## config.mk

```make
export PLATFORM = sky130hd
export DESIGN_NAME = multi_cycle_control_unit
export DESIGN_NICKNAME = d
export VERILOG_FILES = /design/src/rtl/multi_cycle_control_unit_pkg.sv /design/src/rtl/mc_ctrl_decode.sv /design/src/rtl/multi_cycle_control_unit.sv
export SDC_FILE = /design/constraint.sdc
export NUM_CORES = 1
export LEC_CHECK = 0
export BUFFER_PORTS_ARGS = -buffer_cell sky130_fd_sc_hd__buf_4
export CAP_MARGIN = 10
export CORE_UTILIZATION = 45
export DETAILED_ROUTE_END_ITERATION = 6
export PLACE_DENSITY = 0.76
export SYNTH_ARGS = -nofsm -noshare
export SYNTH_HDL_FRONTEND = slang
export SYNTH_SLANG_ARGS = --single-unit
```

## constraint.sdc

```tcl
create_clock -name clk -period 2.1 [get_ports clk]
set_clock_uncertainty 0.15 [all_clocks]
set_input_delay 0.21 -clock clk [delete_from_list [all_inputs] [get_ports clk]]
set_output_delay 0.21 -clock clk [all_outputs]
set_load 0.03 [all_outputs]
```

## src/rtl/multi_cycle_control_unit_pkg.sv

```systemverilog
// Shared definitions for the multi-cycle control unit: state encodings,
// RV32I major opcodes, mux select codes and the control-word struct.
package multi_cycle_control_unit_pkg;

  typedef enum logic [2:0] {
    ST_IF   = 3'd0,
    ST_ID   = 3'd1,
    ST_EX   = 3'd2,
    ST_MEM  = 3'd3,
    ST_WB   = 3'd4,
    ST_HALT = 3'd5
  } state_e;

  // Major opcodes (IR[6:0])
  localparam logic [6:0] OP_R      = 7'b0110011;
  localparam logic [6:0] OP_I_ARITH = 7'b0010011;
  localparam logic [6:0] OP_LOAD   = 7'b0000011;
  localparam logic [6:0] OP_STORE  = 7'b0100011;
  localparam logic [6:0] OP_BRANCH = 7'b1100011;
  localparam logic [6:0] OP_JAL    = 7'b1101111;
  localparam logic [6:0] OP_JALR   = 7'b1100111;
  localparam logic [6:0] OP_ECALL  = 7'b1110011;

  // pc_source
  localparam logic [1:0] PC_SRC_PC4    = 2'b00;
  localparam logic [1:0] PC_SRC_ALUOUT = 2'b01;

  // mem_to_reg
  localparam logic [1:0] M2R_ALUOUT = 2'b00;
  localparam logic [1:0] M2R_MDR    = 2'b01;
  localparam logic [1:0] M2R_PC4    = 2'b10;

  // alu_op
  localparam logic [1:0] ALU_OP_ADD    = 2'b00;
  localparam logic [1:0] ALU_OP_BRANCH = 2'b01;
  localparam logic [1:0] ALU_OP_FUNCT  = 2'b10;

  // alu_src_b
  localparam logic [1:0] ALU_B_REG = 2'b00;
  localparam logic [1:0] ALU_B_IMM = 2'b01;

  typedef enum logic [3:0] {
    CLS_R,
    CLS_I_ARITH,
    CLS_LOAD,
    CLS_STORE,
    CLS_BRANCH,
    CLS_JAL,
    CLS_JALR,
    CLS_ECALL,
    CLS_UNKNOWN
  } op_class_e;

  typedef struct packed {
    logic       pc_write;
    logic [1:0] pc_source;
    logic       i_or_d;
    logic       mem_read;
    logic       mem_write;
    logic       ir_write;
    logic       reg_write;
    logic       alu_src_a;
    logic [1:0] alu_src_b;
    logic [1:0] alu_op;
    logic [1:0] mem_to_reg;
    logic       is_halted;
    logic       inst_retired;
  } ctrl_t;

  // Collapse the raw opcode into the instruction classes the FSM cares about.
  function automatic op_class_e op_class(input logic [6:0] op);
    op_class_e cls;
    case (op)
      OP_R:       cls = CLS_R;
      OP_I_ARITH: cls = CLS_I_ARITH;
      OP_LOAD:    cls = CLS_LOAD;
      OP_STORE:   cls = CLS_STORE;
      OP_BRANCH:  cls = CLS_BRANCH;
      OP_JAL:     cls = CLS_JAL;
      OP_JALR:    cls = CLS_JALR;
      OP_ECALL:   cls = CLS_ECALL;
      default:    cls = CLS_UNKNOWN;
    endcase
    return cls;
  endfunction

endpackage

```

## src/rtl/mc_ctrl_decode.sv

```systemverilog
// Per-state control decode: purely combinational map from the current
// state and instruction class to the datapath control word.
module mc_ctrl_decode
  import multi_cycle_control_unit_pkg::*;
(
  input  state_e     state,
  input  logic [6:0] opcode,
  input  logic       alu_bcond,
  input  logic       mem_ready,
  output ctrl_t      ctrl
);

  op_class_e cls;

  assign cls = op_class(opcode);

  // Control word for the current state; anything not set here stays 0.
  always_comb begin
    ctrl = '0;
    case (state)
      ST_IF: begin
        ctrl.mem_read = 1'b1;
        ctrl.i_or_d   = 1'b0;
        ctrl.ir_write = mem_ready;
      end
      ST_ID: begin
        // Speculative PC+imm into ALUOut for branches / JAL.
        ctrl.alu_src_a = 1'b0;
        ctrl.alu_src_b = ALU_B_IMM;
        ctrl.alu_op    = ALU_OP_ADD;
        // ECALL and unknown opcodes retire here; the top suppresses this
        // when the ECALL takes the halt path.
        if (cls == CLS_ECALL || cls == CLS_UNKNOWN) begin
          ctrl.pc_write     = 1'b1;
          ctrl.pc_source    = PC_SRC_PC4;
          ctrl.inst_retired = 1'b1;
        end
      end
      ST_EX: begin
        ctrl.alu_src_a = 1'b1;
        case (cls)
          CLS_R: begin
            ctrl.alu_src_b = ALU_B_REG;
            ctrl.alu_op    = ALU_OP_FUNCT;
          end
          CLS_I_ARITH: begin
            ctrl.alu_src_b = ALU_B_IMM;
            ctrl.alu_op    = ALU_OP_FUNCT;
          end
          CLS_LOAD, CLS_STORE, CLS_JALR: begin
            ctrl.alu_src_b = ALU_B_IMM;
            ctrl.alu_op    = ALU_OP_ADD;
          end
          CLS_BRANCH: begin
            ctrl.alu_src_b    = ALU_B_REG;
            ctrl.alu_op       = ALU_OP_BRANCH;
            ctrl.pc_write     = 1'b1;
            ctrl.inst_retired = 1'b1;
            ctrl.pc_source    = alu_bcond ? PC_SRC_ALUOUT : PC_SRC_PC4;
          end
          default: ctrl.alu_src_a = 1'b1;
        endcase
      end
      ST_MEM: begin
        ctrl.i_or_d = 1'b1;
        if (cls == CLS_LOAD) begin
          ctrl.mem_read = 1'b1;
        end else if (cls == CLS_STORE) begin
          ctrl.mem_write = 1'b1;
          // A store has nothing left to do once memory accepts it.
          if (mem_ready) begin
            ctrl.pc_write     = 1'b1;
            ctrl.pc_source    = PC_SRC_PC4;
            ctrl.inst_retired = 1'b1;
          end
        end
      end
      ST_WB: begin
        ctrl.reg_write    = 1'b1;
        ctrl.pc_write     = 1'b1;
        ctrl.inst_retired = 1'b1;
        case (cls)
          CLS_LOAD: begin
            ctrl.mem_to_reg = M2R_MDR;
            ctrl.pc_source  = PC_SRC_PC4;
          end
          CLS_JAL, CLS_JALR: begin
            ctrl.mem_to_reg = M2R_PC4;
            ctrl.pc_source  = PC_SRC_ALUOUT;
          end
          default: begin
            ctrl.mem_to_reg = M2R_ALUOUT;
            ctrl.pc_source  = PC_SRC_PC4;
          end
        endcase
      end
      ST_HALT: ctrl.is_halted = 1'b1;
      default: ctrl = '0;
    endcase
  end

endmodule

```

## src/rtl/multi_cycle_control_unit.sv

```systemverilog
// Multi-cycle RV32I control FSM: state register, next-state logic and the
// output stage wrapping the per-state decode.
//
//   state | meaning
//   ------+-----------------------------------------------------------
//   IF    | fetch: read memory at PC, load IR when mem_ready
//   ID    | decode: ALUOut = PC+imm, pick path by opcode
//   EX    | execute / address calc / branch resolve
//   MEM   | data access at ALUOut, held until mem_ready
//   WB    | register write-back and PC update
//   HALT  | absorbing stop (ECALL with halt_cond), left only by reset
module multi_cycle_control_unit
  import multi_cycle_control_unit_pkg::*;
(
  input  logic       clk,
  input  logic       reset,
  input  logic [6:0] opcode,
  input  logic       alu_bcond,
  input  logic       mem_ready,
  input  logic       halt_cond,
  output logic       pc_write,
  output logic [1:0] pc_source,
  output logic       i_or_d,
  output logic       mem_read,
  output logic       mem_write,
  output logic       ir_write,
  output logic       reg_write,
  output logic       alu_src_a,
  output logic [1:0] alu_src_b,
  output logic [1:0] alu_op,
  output logic [1:0] mem_to_reg,
  output logic       is_halted,
  output logic       inst_retired
);

  state_e    state_q;
  state_e    state_d;
  op_class_e cls;
  ctrl_t     dec_ctrl;
  ctrl_t     out_ctrl;

  assign cls = op_class(opcode);

  // State register with synchronous active-low reset.
  always_ff @(posedge clk) begin
    if (!reset) begin
      state_q <= ST_IF;
    end else begin
      state_q <= state_d;
    end
  end

  // Next-state selection.
  always_comb begin
    state_d = state_q;
    case (state_q)
      ST_IF: begin
        if (mem_ready) state_d = ST_ID;
      end
      ST_ID: begin
        case (cls)
          CLS_R, CLS_I_ARITH, CLS_LOAD, CLS_STORE, CLS_BRANCH, CLS_JALR:
            state_d = ST_EX;
          CLS_JAL:   state_d = ST_WB;
          CLS_ECALL: state_d = halt_cond ? ST_HALT : ST_IF;
          default:   state_d = ST_IF;
        endcase
      end
      ST_EX: begin
        case (cls)
          CLS_R, CLS_I_ARITH, CLS_JALR: state_d = ST_WB;
          CLS_LOAD, CLS_STORE:          state_d = ST_MEM;
          default:                      state_d = ST_IF;
        endcase
      end
      ST_MEM: begin
        if (mem_ready) begin
          state_d = (cls == CLS_LOAD) ? ST_WB : ST_IF;
        end
      end
      ST_WB:   state_d = ST_IF;
      ST_HALT: state_d = ST_HALT;
      default: state_d = ST_IF;
    endcase
  end

  mc_ctrl_decode u_decode (
    .state     (state_q),
    .opcode    (opcode),
    .alu_bcond (alu_bcond),
    .mem_ready (mem_ready),
    .ctrl      (dec_ctrl)
  );

  // Output stage: halting ECALL retires nothing, and reset blanks everything.
  always_comb begin
    out_ctrl = dec_ctrl;
    if (state_q == ST_ID && cls == CLS_ECALL && halt_cond) begin
      out_ctrl.pc_write     = 1'b0;
      out_ctrl.pc_source    = PC_SRC_PC4;
      out_ctrl.inst_retired = 1'b0;
    end
    if (!reset) begin
      out_ctrl = '0;
    end
  end

  assign pc_write     = out_ctrl.pc_write;
  assign pc_source    = out_ctrl.pc_source;
  assign i_or_d       = out_ctrl.i_or_d;
  assign mem_read     = out_ctrl.mem_read;
  assign mem_write    = out_ctrl.mem_write;
  assign ir_write     = out_ctrl.ir_write;
  assign reg_write    = out_ctrl.reg_write;
  assign alu_src_a    = out_ctrl.alu_src_a;
  assign alu_src_b    = out_ctrl.alu_src_b;
  assign alu_op       = out_ctrl.alu_op;
  assign mem_to_reg   = out_ctrl.mem_to_reg;
  assign is_halted    = out_ctrl.is_halted;
  assign inst_retired = out_ctrl.inst_retired;

endmodule

```

# --- Yosys cells after proc, flatten, opt, wreduce, memory -nomap -nowiden ---
# Index checks and enable logic that the tools add are counted.
totals:
  ff_bits: 3
  inputBits: 12
  out_inout_bits: 17
  wordCells: 72
classes:
  eq_ne: 23
  muxes: 37
  reduce_logical: 11
ops:
  columns: ["cell", "count"]
  rows:
  - ["case mux 4 bit (8 select lines)", 1]
  - ["2-to-1 mux 3 bit", 10]
  - ["equality test 7 bit (second input constant)", 4]
  - ["case mux 3 bit (4 select lines)", 2]
  - ["2-to-1 mux 17 bit", 1]
  - ["equality test 4 x 3 -> 1 bit (second input constant)", 4]
  - ["2-to-1 mux 1 bit", 15]
  - ["case mux 3 bit (5 select lines)", 1]
  - ["equality test 7 x 6 -> 1 bit (second input constant)", 2]
  - ["case mux 5 bit (2 select lines)", 1]
  - ["case mux 3 bit (3 select lines)", 1]
  - ["equality test 4 x 2 -> 1 bit (second input constant)", 2]
  - ["case mux 2 bit (2 select lines)", 2]
  - ["equality test 7 x 2 -> 1 bit (second input constant)", 1]
  - ["equality test 7 x 5 -> 1 bit (second input constant)", 1]
  - ["equality test 3 x 2 -> 1 bit (second input constant)", 2]
  - ["equality test 3 bit (second input constant)", 2]
  - ["case mux 3 bit (2 select lines)", 1]
  - ["OR reduction 3 bit", 2]
  - ["OR reduction 6 bit", 1]
  - ["equality test 4 x 1 -> 1 bit (second input constant)", 1]
  - ["equality test 4 bit (second input constant)", 1]
  - ["zero test 4 bit", 1]
  - ["!= test 2 bit (second input constant)", 2]
  - ["other kinds (8)", 10]

# --- Depth between registers and ports, before layout ---
# Gate-level depths: netlist of run 1.
depth:
  word_depth: 8
  ltp_mapped: 7

# --- Cells and area by module ---
# Synthesis of run 1 repeated with hierarchy kept, for this count alone.
unflattened:
  cells_unflattened: 116
  hier_area_um2: 729.4
modules_own_cells:
  columns: ["mod", "n_inst", "cells_each", "area_each_um2", "seq_area_each_um2"]
  rows:
  - ["multi_cycle_control_unit", 1, 73, 466.7, 60.1]
  - ["mc_ctrl_decode", 1, 43, 262.8, 0.0]

# --- Least setup slack after synthesis of run 1 ---
# Ideal clock, no wire load.
synth_path:
  path_kind: "register to output"
  from: "register state_q[1]"
  to: "output port pc_write"
  arrival_ns: 1.734
  t_required_ns: 1.740
  path_slack_ns: 0.006
  path_stages_with_launch: 8
  path_buffers: 2
  cell_sequence: "dfxtp_1 -> buf_4 -> nor3b_4 -> nand2_1 -> a21oi_1 -> a211oi_2 -> nor3b_2 -> buf_4"
synth_via:
  elab_chain_len: 5
synth_lines:
  columns: ["element", "line", "rtl"]
  rows:
  - ["start, declared", "multi_cycle_control_unit.sv:36", "state_e state_q;"]
  - ["start signal, assigned", "multi_cycle_control_unit.sv:49", "state_q <= state_d;"]
  - ["branches (longest 3 deep; another with case mux 3 bit (4 select lines))", null, null]
  - ["2-to-1 mux 3 bit *", "multi_cycle_control_unit.sv:98", "if (state_q == ST_ID && cls == CLS_ECALL && halt_cond) begin"]
  - ["2-to-1 mux 17 bit *", "multi_cycle_control_unit.sv:103", "if (!reset) begin"]
  - ["end, declared", "multi_cycle_control_unit.sv:21", "output logic pc_write,"]
# Mark *: on every way between the ends.

# --- Worst setup path after layout of run 1 ---
layout_path:
  from: "register state_q[1]"
  to: "output port inst_retired"
layout_via:
  elab_chain_len: 5
layout_lines:
  columns: ["element", "line", "rtl"]
  rows:
  - ["branches (longest 3 deep; another with case mux 1 bit (4 select lines))", null, null]
  - ["2-to-1 mux 1 bit *", "multi_cycle_control_unit.sv:98", null]
  - ["2-to-1 mux 17 bit *", "multi_cycle_control_unit.sv:103", null]
  - ["end, declared", "multi_cycle_control_unit.sv:33", "output logic inst_retired"]
# Marked as above.

==> impl_results.md, run 1 <==
* Syn Area/Cell at 6.95 um2
* Max FFs per register at 3
* CTS tree: done
* Via density at 5.89
* Leakage at 0.000410 uW
* Largest cells by area after synthesis: dfxtp_1 9.9%, nor3_1 7.5%, buf_4 5.0%, nand2_1 3.7%, a21oi_1 3.3%
* Post-DP HPWL at 1340 um
* Fin cells at 132
* Vias in the first global route at 602
* Final Hold Vio Count at 0
* CP Buf/Inv Count at 2
* Flops & latches, synth at 3
* Crit path depth at 6
* Min Tclk post-route at 2.01 ns
* Critical path peak fanout at 10
* Nets at 131
* Die area at 0.00149 mm2
* Cell mode on critical path: buf_4
* Most flops, register: state_q
* DRT antenna net count at 0
* DR DRC count at 0
* Initial antenna violation count at 0
* Critical path's largest stage delay at 0.32 ns
* Iteration-0 DRC count of the detailed router at 34
* Die Wd at 38.6 um
* Via count at 777
* Largest net degree at the start of global routing at 17
* Final design utilization at 0.741
* Slew Viols, Final at 0
* Crit-path cells: buf_4, nand2b_1, nor2_1, a211oi_2, nor3b_2, buf_4
* Max-Cap Viols at 0
* Rows at 12
* Worst Hold Path Cells at 2
* CTS Buf Count at 3
* Register area share after synthesis at 0.0994
* Required time of the worst setup path at 1.74 ns
* Total Wirelength at 1780 um
* WP data arrival at 1.65 ns
* Most used DFF post-synth: dfxtp_1
* Final worst-path cycle share at 0.956
* Inst Count DP at 125
* Synth Instances at 87
* Mapped Area at 604 um2
* CP Launch Type: flip-flop
* Worst path slowest cell: dfxtp_1
* Hold crit path type: in2reg
* Top Family by Delay on Critical Path: simple AND/OR/NAND/NOR gates
* Status: finished clean
* Ys async rst share at 0
* WL per Instance at 13.5 um
* Largest registers: state_q (3)
* Clock transition at the registers of the reported paths at 0.04 ns
* Pre-Repair DR Iteration Count at 5
* Area leader, netlist: dfxtp_1
* Global Route Usage Sum at 0.250
* Top-Level Pins at 29
* Unrepaired setup endpoints after global routing: no
* Share of cells above drive strength 1 at 0.432
* Number of flops mapped to enable cells by yosys at 0
* Setup TNS at 0 ns
* Achievable frequency at 0.498 GHz
* Worst reg2reg path depth at 5
* Yosys cell types at 40
* Crit path capture type: output port
* First-pass GRT wire length at 2570 um
* Root buf cell: clkbuf_4
* Power density cells at 310 mW/mm2
* CORE AREA at 0.00117 mm2
* Syn-to-layout area delta at 43.7%
* Share of the synthesized area in the top cell type at 0.0994
* GP Congestion at 0.829
* Ant. Diodes at 0
* GRT overflow at 0
* Post-CTS Hold Buffers at 0
* Crit path kind: reg2out
* Num Clock Sinks at 3
* Yosys warnings at 0
* Clock Path Buffers at 2
* Starting Density at 0.516
* Die height at 38.6 um
* Htree depth at 1
* Port bufs at 26
* Final setup viols at 0
* Clk_lat worst skew at 0.24 ns
* Worst VDD drop at 0.290 mV
## final timing paths
kind,startpoint,to,slack [ns]
hold / removal,reset,state_q[0],0.14
setup / recovery,state_q[1],inst_retired,0.09
hold reg to reg,state_q[0],state_q[2],0.52
setup reg to reg,state_q[0],state_q[1],0.54
## area by class of cell
cell class              instances  area, um2
clock buffers                   4       26.3
fillers                        95        303
inverters                       6       22.5
multi-input cells              71        484
flip-flops and latches          3       62.6
well taps                      14       17.5
repair buffers                 34        255
## power by group
group	switching [uW]	leakage [uW]	internal [uW]	total, uW
combinational	52.0	0.000370	43.4	95.4
sequential	6.94	0.0000252	59.4	66.3
clock	35.6	0.0000150	71.5	107
total	94.6	0.000410	174	269
## logic make-up (layout without fill, tap and decap cells)
logic type	count (synthesis)	after routing	share of synthesized area
and+or+nand+nor	48	48	0.516
AOI/OAI and AO/OA	20	20	0.246
buffers and inverters	14	44	0.118
DFF	3	3	0.0994
other	1	2	0.00621
xor gates and xnor gates	1	1	0.0145
## layer usage
metal,part of all wire,vias up,track usage,wire (um)
met4,0.0028,0,0.0776,5
met3,0.063,2,0.0694,112
met1,0.43,354,0.311,766
met5,0,-,0,0
met2,0.50,42,0.413,895
li1,-,379,-,-
## cell usage in the layout, fill, tap and decap left out, types with 2 or more instances in the layout
master / instances
nor3_1: 8
nor2_1: 5
nor3_2: 2
nand2b_1: 2
dfxtp_2: 2
nand2_1: 6
clkbuf_4: 3
buf_4: 34
and3b_1: 2
a21o_1: 2
nand4_1: 3
conb_1: 2
o21ai_0: 4
and3_1: 3
nand3_1: 4
a21oi_1: 4
o22ai_1: 2
nor2b_1: 2
inv_1: 5
## cells in the mapped netlist (2+ instances only)
library cell  number
nor3_1             9
nand2_1            6
inv_1              5
nor2_1             5
a21oi_1            4
buf_4              4
nand3_1            4
o21ai_0            4
and3_1             3
buf_2              3
dfxtp_1            3
nand4_1            3
nor2b_1            3
a21o_1             2
and3b_1            2
nand2b_1           2
o22ai_1            2
## timing repair
action                                  in CTS  in global routing
gates resized for setup                      1                  3
pin swaps                                    0                  1
buffers inserted                             0                  3
endpoints found under the setup margin       2                  2
## through the flow
step	instance area [um2]	hold WS, ns	total power [uW]	setup WS (ns)
2_1_floorplan	608	0.206	124	0.00563
3_3_place_gp	810	0.377	158	0.254
3_5_place_dp	810	0.381	159	0.210
4_1_cts	837	0.131	270	0.0475
5_1_grt	868	0.150	283	0.0150
6_report	868	0.138	269	0.0919
Note: power is estimated with default switching activity, not from simulation.
==> inputs of run 2 (changes only) <==
--- a/config.mk
+++ b/config.mk
@@ -11,3 +11,3 @@
 export DETAILED_ROUTE_END_ITERATION = 6
-export PLACE_DENSITY = 0.76
+export PLACE_DENSITY = 0.88
 export SYNTH_ARGS = -nofsm -noshare
==> constraint.sdc (replaced) <==
create_clock -name clk -period 2.1 [get_ports clk]
set_clock_uncertainty 0.15 [all_clocks]
set_input_delay 0.105 -clock clk [delete_from_list [all_inputs] [get_ports clk]]
set_output_delay 0.105 -clock clk [all_outputs]
set_load 0.03 [all_outputs]
==> run 2 against run 1 <==
- count of clock-buffer cells in the layout unchanged
- sequential cell count unchanged
- utilization down 4.9 points
- critical path depth unchanged
- first-iteration DRC count down 21%
- critical endpoint unchanged
- largest cell class unchanged
==> impl_results.md, run 2 (synthesis gave the netlist of run 1 again) <==
* Num Clock Sinks at 3 (unchanged)
* WL per Instance at 13.0 um (-3.6%)
* Achievable frequency at 0.511 GHz (+2.7%)
* Die Wd at 38.6 um (unchanged)
* GP Congestion at 0.893 (+7.8%)
* Critical R2R Launch: state_q[0]
* Power density cells at 323 mW/mm2 (+4.4%)
* Via density at 5.74 (-2.6%)
* Pre-Repair DR Iteration Count at 4 (-1)
* Global Route Usage Sum at 0.243 (-0.00748)
* Logic pwr share at 0.342 (-0.013)
* Post-CTS Hold Buffers at 0 (unchanged)
* DR DRC count at 0 (unchanged)
* Min Tclk post-route at 1.96 ns (-0.0521 ns)
* Commonest non-fill, non-tap cell in the layout: buf_4
* Clk_lat worst skew at 0.24 ns (about the same)
* Max FFs per register at 3 (unchanged)
* Slew Viols, Final at 0 (unchanged)
* Root buf cell: clkbuf_4
* Top-Level Pins at 29 (unchanged)
* First-pass GRT wire length at 2610 um (+1.4%)
* Die height at 38.6 um (unchanged)
* Largest registers: state_q (3)
* Critical path peak fanout at 5 (-5)
* Internal at 171 uW (-1.8%)
* Largest net degree at the start of global routing at 17 (unchanged)
* Post-DP HPWL at 1230 um (-8.0%)
* Status: finished clean
* Clock Path Buffers at 2 (unchanged)
* Final setup viols at 0 (unchanged)
* Starting Density at 0.516 (unchanged)
* Share of cells above drive strength 1 at 0.387 (-0.0448)
* Leakage at 0.000373 uW (-9.1%)
* Die area at 0.00149 mm2 (unchanged)
* Share of power burned in registers at 0.252 (+0.005)
* Max-Cap Viols at 0 (unchanged)
* DRT antenna net count at 0 (unchanged)
* Crit path kind: reg2out
* Clock power share at 0.406 (+0.007)
* Unrepaired setup endpoints after global routing: no
* Total Wirelength at 1630 um (-8.7%)
* CP endpoint: inst_retired
* Required time of the worst setup path at 1.85 ns (+0.11 ns)
* Initial antenna violation count at 0 (unchanged)
* Worst VDD drop at 0.424 mV (+46%)
* Port bufs at 26 (unchanged)
* Sw Ratio at 0.347 (-0.00456)
* Ant. Diodes at 0 (unchanged)
* Hold crit path type: in2reg
* Vias in the first global route at 576 (-4.3%)
* Setup TNS at 0 ns (unchanged)
* CORE AREA at 0.00117 mm2 (unchanged)
* CP Launch Type: flip-flop
* Rows at 12 (unchanged)
* Final Hold Vio Count at 0 (unchanged)
* Final worst-path cycle share at 0.931 (-0.0248)
* CTS tree: done
* Nets at 124 (-5.3%)
* GRT overflow at 0 (unchanged)
* Switch Pwr at 91.0 uW (-3.8%)
* Iteration-0 DRC count of the detailed router at 27 (-21%)
* WP data arrival at 1.70 ns (+0.05 ns)
* Via count at 717 (-7.7%)
* Syn-to-layout area delta at 34.2%
* Htree depth at 1 (unchanged)
* Clock transition at the registers of the reported paths at 0.04 ns (about the same)
* R2R Path End: state_q[1]
* WHS at 0.0235 ns (-0.114 ns)
* Commonest non-fill, non-tap cells in the layout: 27 x buf_4, 9 x nor3_1, 6 x nand2_1
* Critical Path Start: state_q[1]
* Worst reg2reg setup slack at 0.45 ns (-0.09 ns)
* Crit path capture type: output port
* Worst reg2reg path depth at 5 (unchanged)
* CTS Buf Count at 3 (unchanged)
* Most flops, register: state_q
[run 2: power by group through the flow]
stage / clock [uW] / sequential (uW) / combinational [uW]
6_report: 106 / 66.2 / 89.7
5_1_grt: 115 / 66.9 / 97.2
4_1_cts: 111 / 65.6 / 89.1
3_5_place_dp: 0 / 66.6 / 88.4
3_3_place_gp: 0 / 66.1 / 87.3
2_1_floorplan: 0 / 62.5 / 61.7
[run 2: routing by layer]
metal	track usage	part of all wire	up-vias
met2	0.392	0.47	33
li1	-	-	365
met4	0.0172	0	0
met5	0	0	-
met1	0.338	0.47	319
met3	0.0578	0.062	0
[run 2: what timing repair did]
| item | CTS | global route |
|---|---|---|
| setup buffers | 0 | 0 |
| gates resized for setup | 0 | 3 |
| endpoints found under the setup margin | 0 | 3 |
[run 2: how the worst min path moves through the flow]
stage	depth (start not counted)	endpoint	start	slack, ns
6_report	2	state_q[0]	reset	0.02
4_1_cts	2	state_q[0]	reset	0.01
5_1_grt	2	state_q[0]	reset	0.02
2_1_floorplan	1	state_q[0]	reset	0.10
3_3_place_gp	2	state_q[0]	reset	0.26
3_5_place_dp	2	state_q[0]	reset	0.26
[run 2: stage by stage]
| step | worst slack (ns) | utilization | cell area, um2 | power [uW] | instances |
|---|---|---|---|---|---|
| 6_report | 0.144 | 0.692 | 811 | 262 | 125 |
| 5_1_grt | 0.0582 | 0.692 | 811 | 279 | 125 |
| 3_3_place_gp | 0.330 | 0.666 | 779 | 153 | 121 |
| 3_5_place_dp | 0.273 | 0.666 | 779 | 155 | 121 |
| 2_1_floorplan | 0.111 | - | 608 | 124 | 88 |
| 4_1_cts | 0.00751 | 0.688 | 806 | 265 | 125 |
[run 2: final cells by class]
cell class | instances | area, um2
fill | 100 | 360
timing repair buffer | 27 | 203
multi-input combinational | 71 | 479
inverter | 6 | 22.5
clock buffer | 4 | 26.3
sequential | 3 | 62.6
tap | 14 | 17.5
[run 2: worst max-delay path, cell delays in order (launching register included)]
cell and delay [ns]:
dfxtp_1 0.39, nor2b_2 0.27, nand4_1 0.13, a21oi_1 0.20, a211oi_2 0.06, nor3b_2 0.24, buf_4 0.20
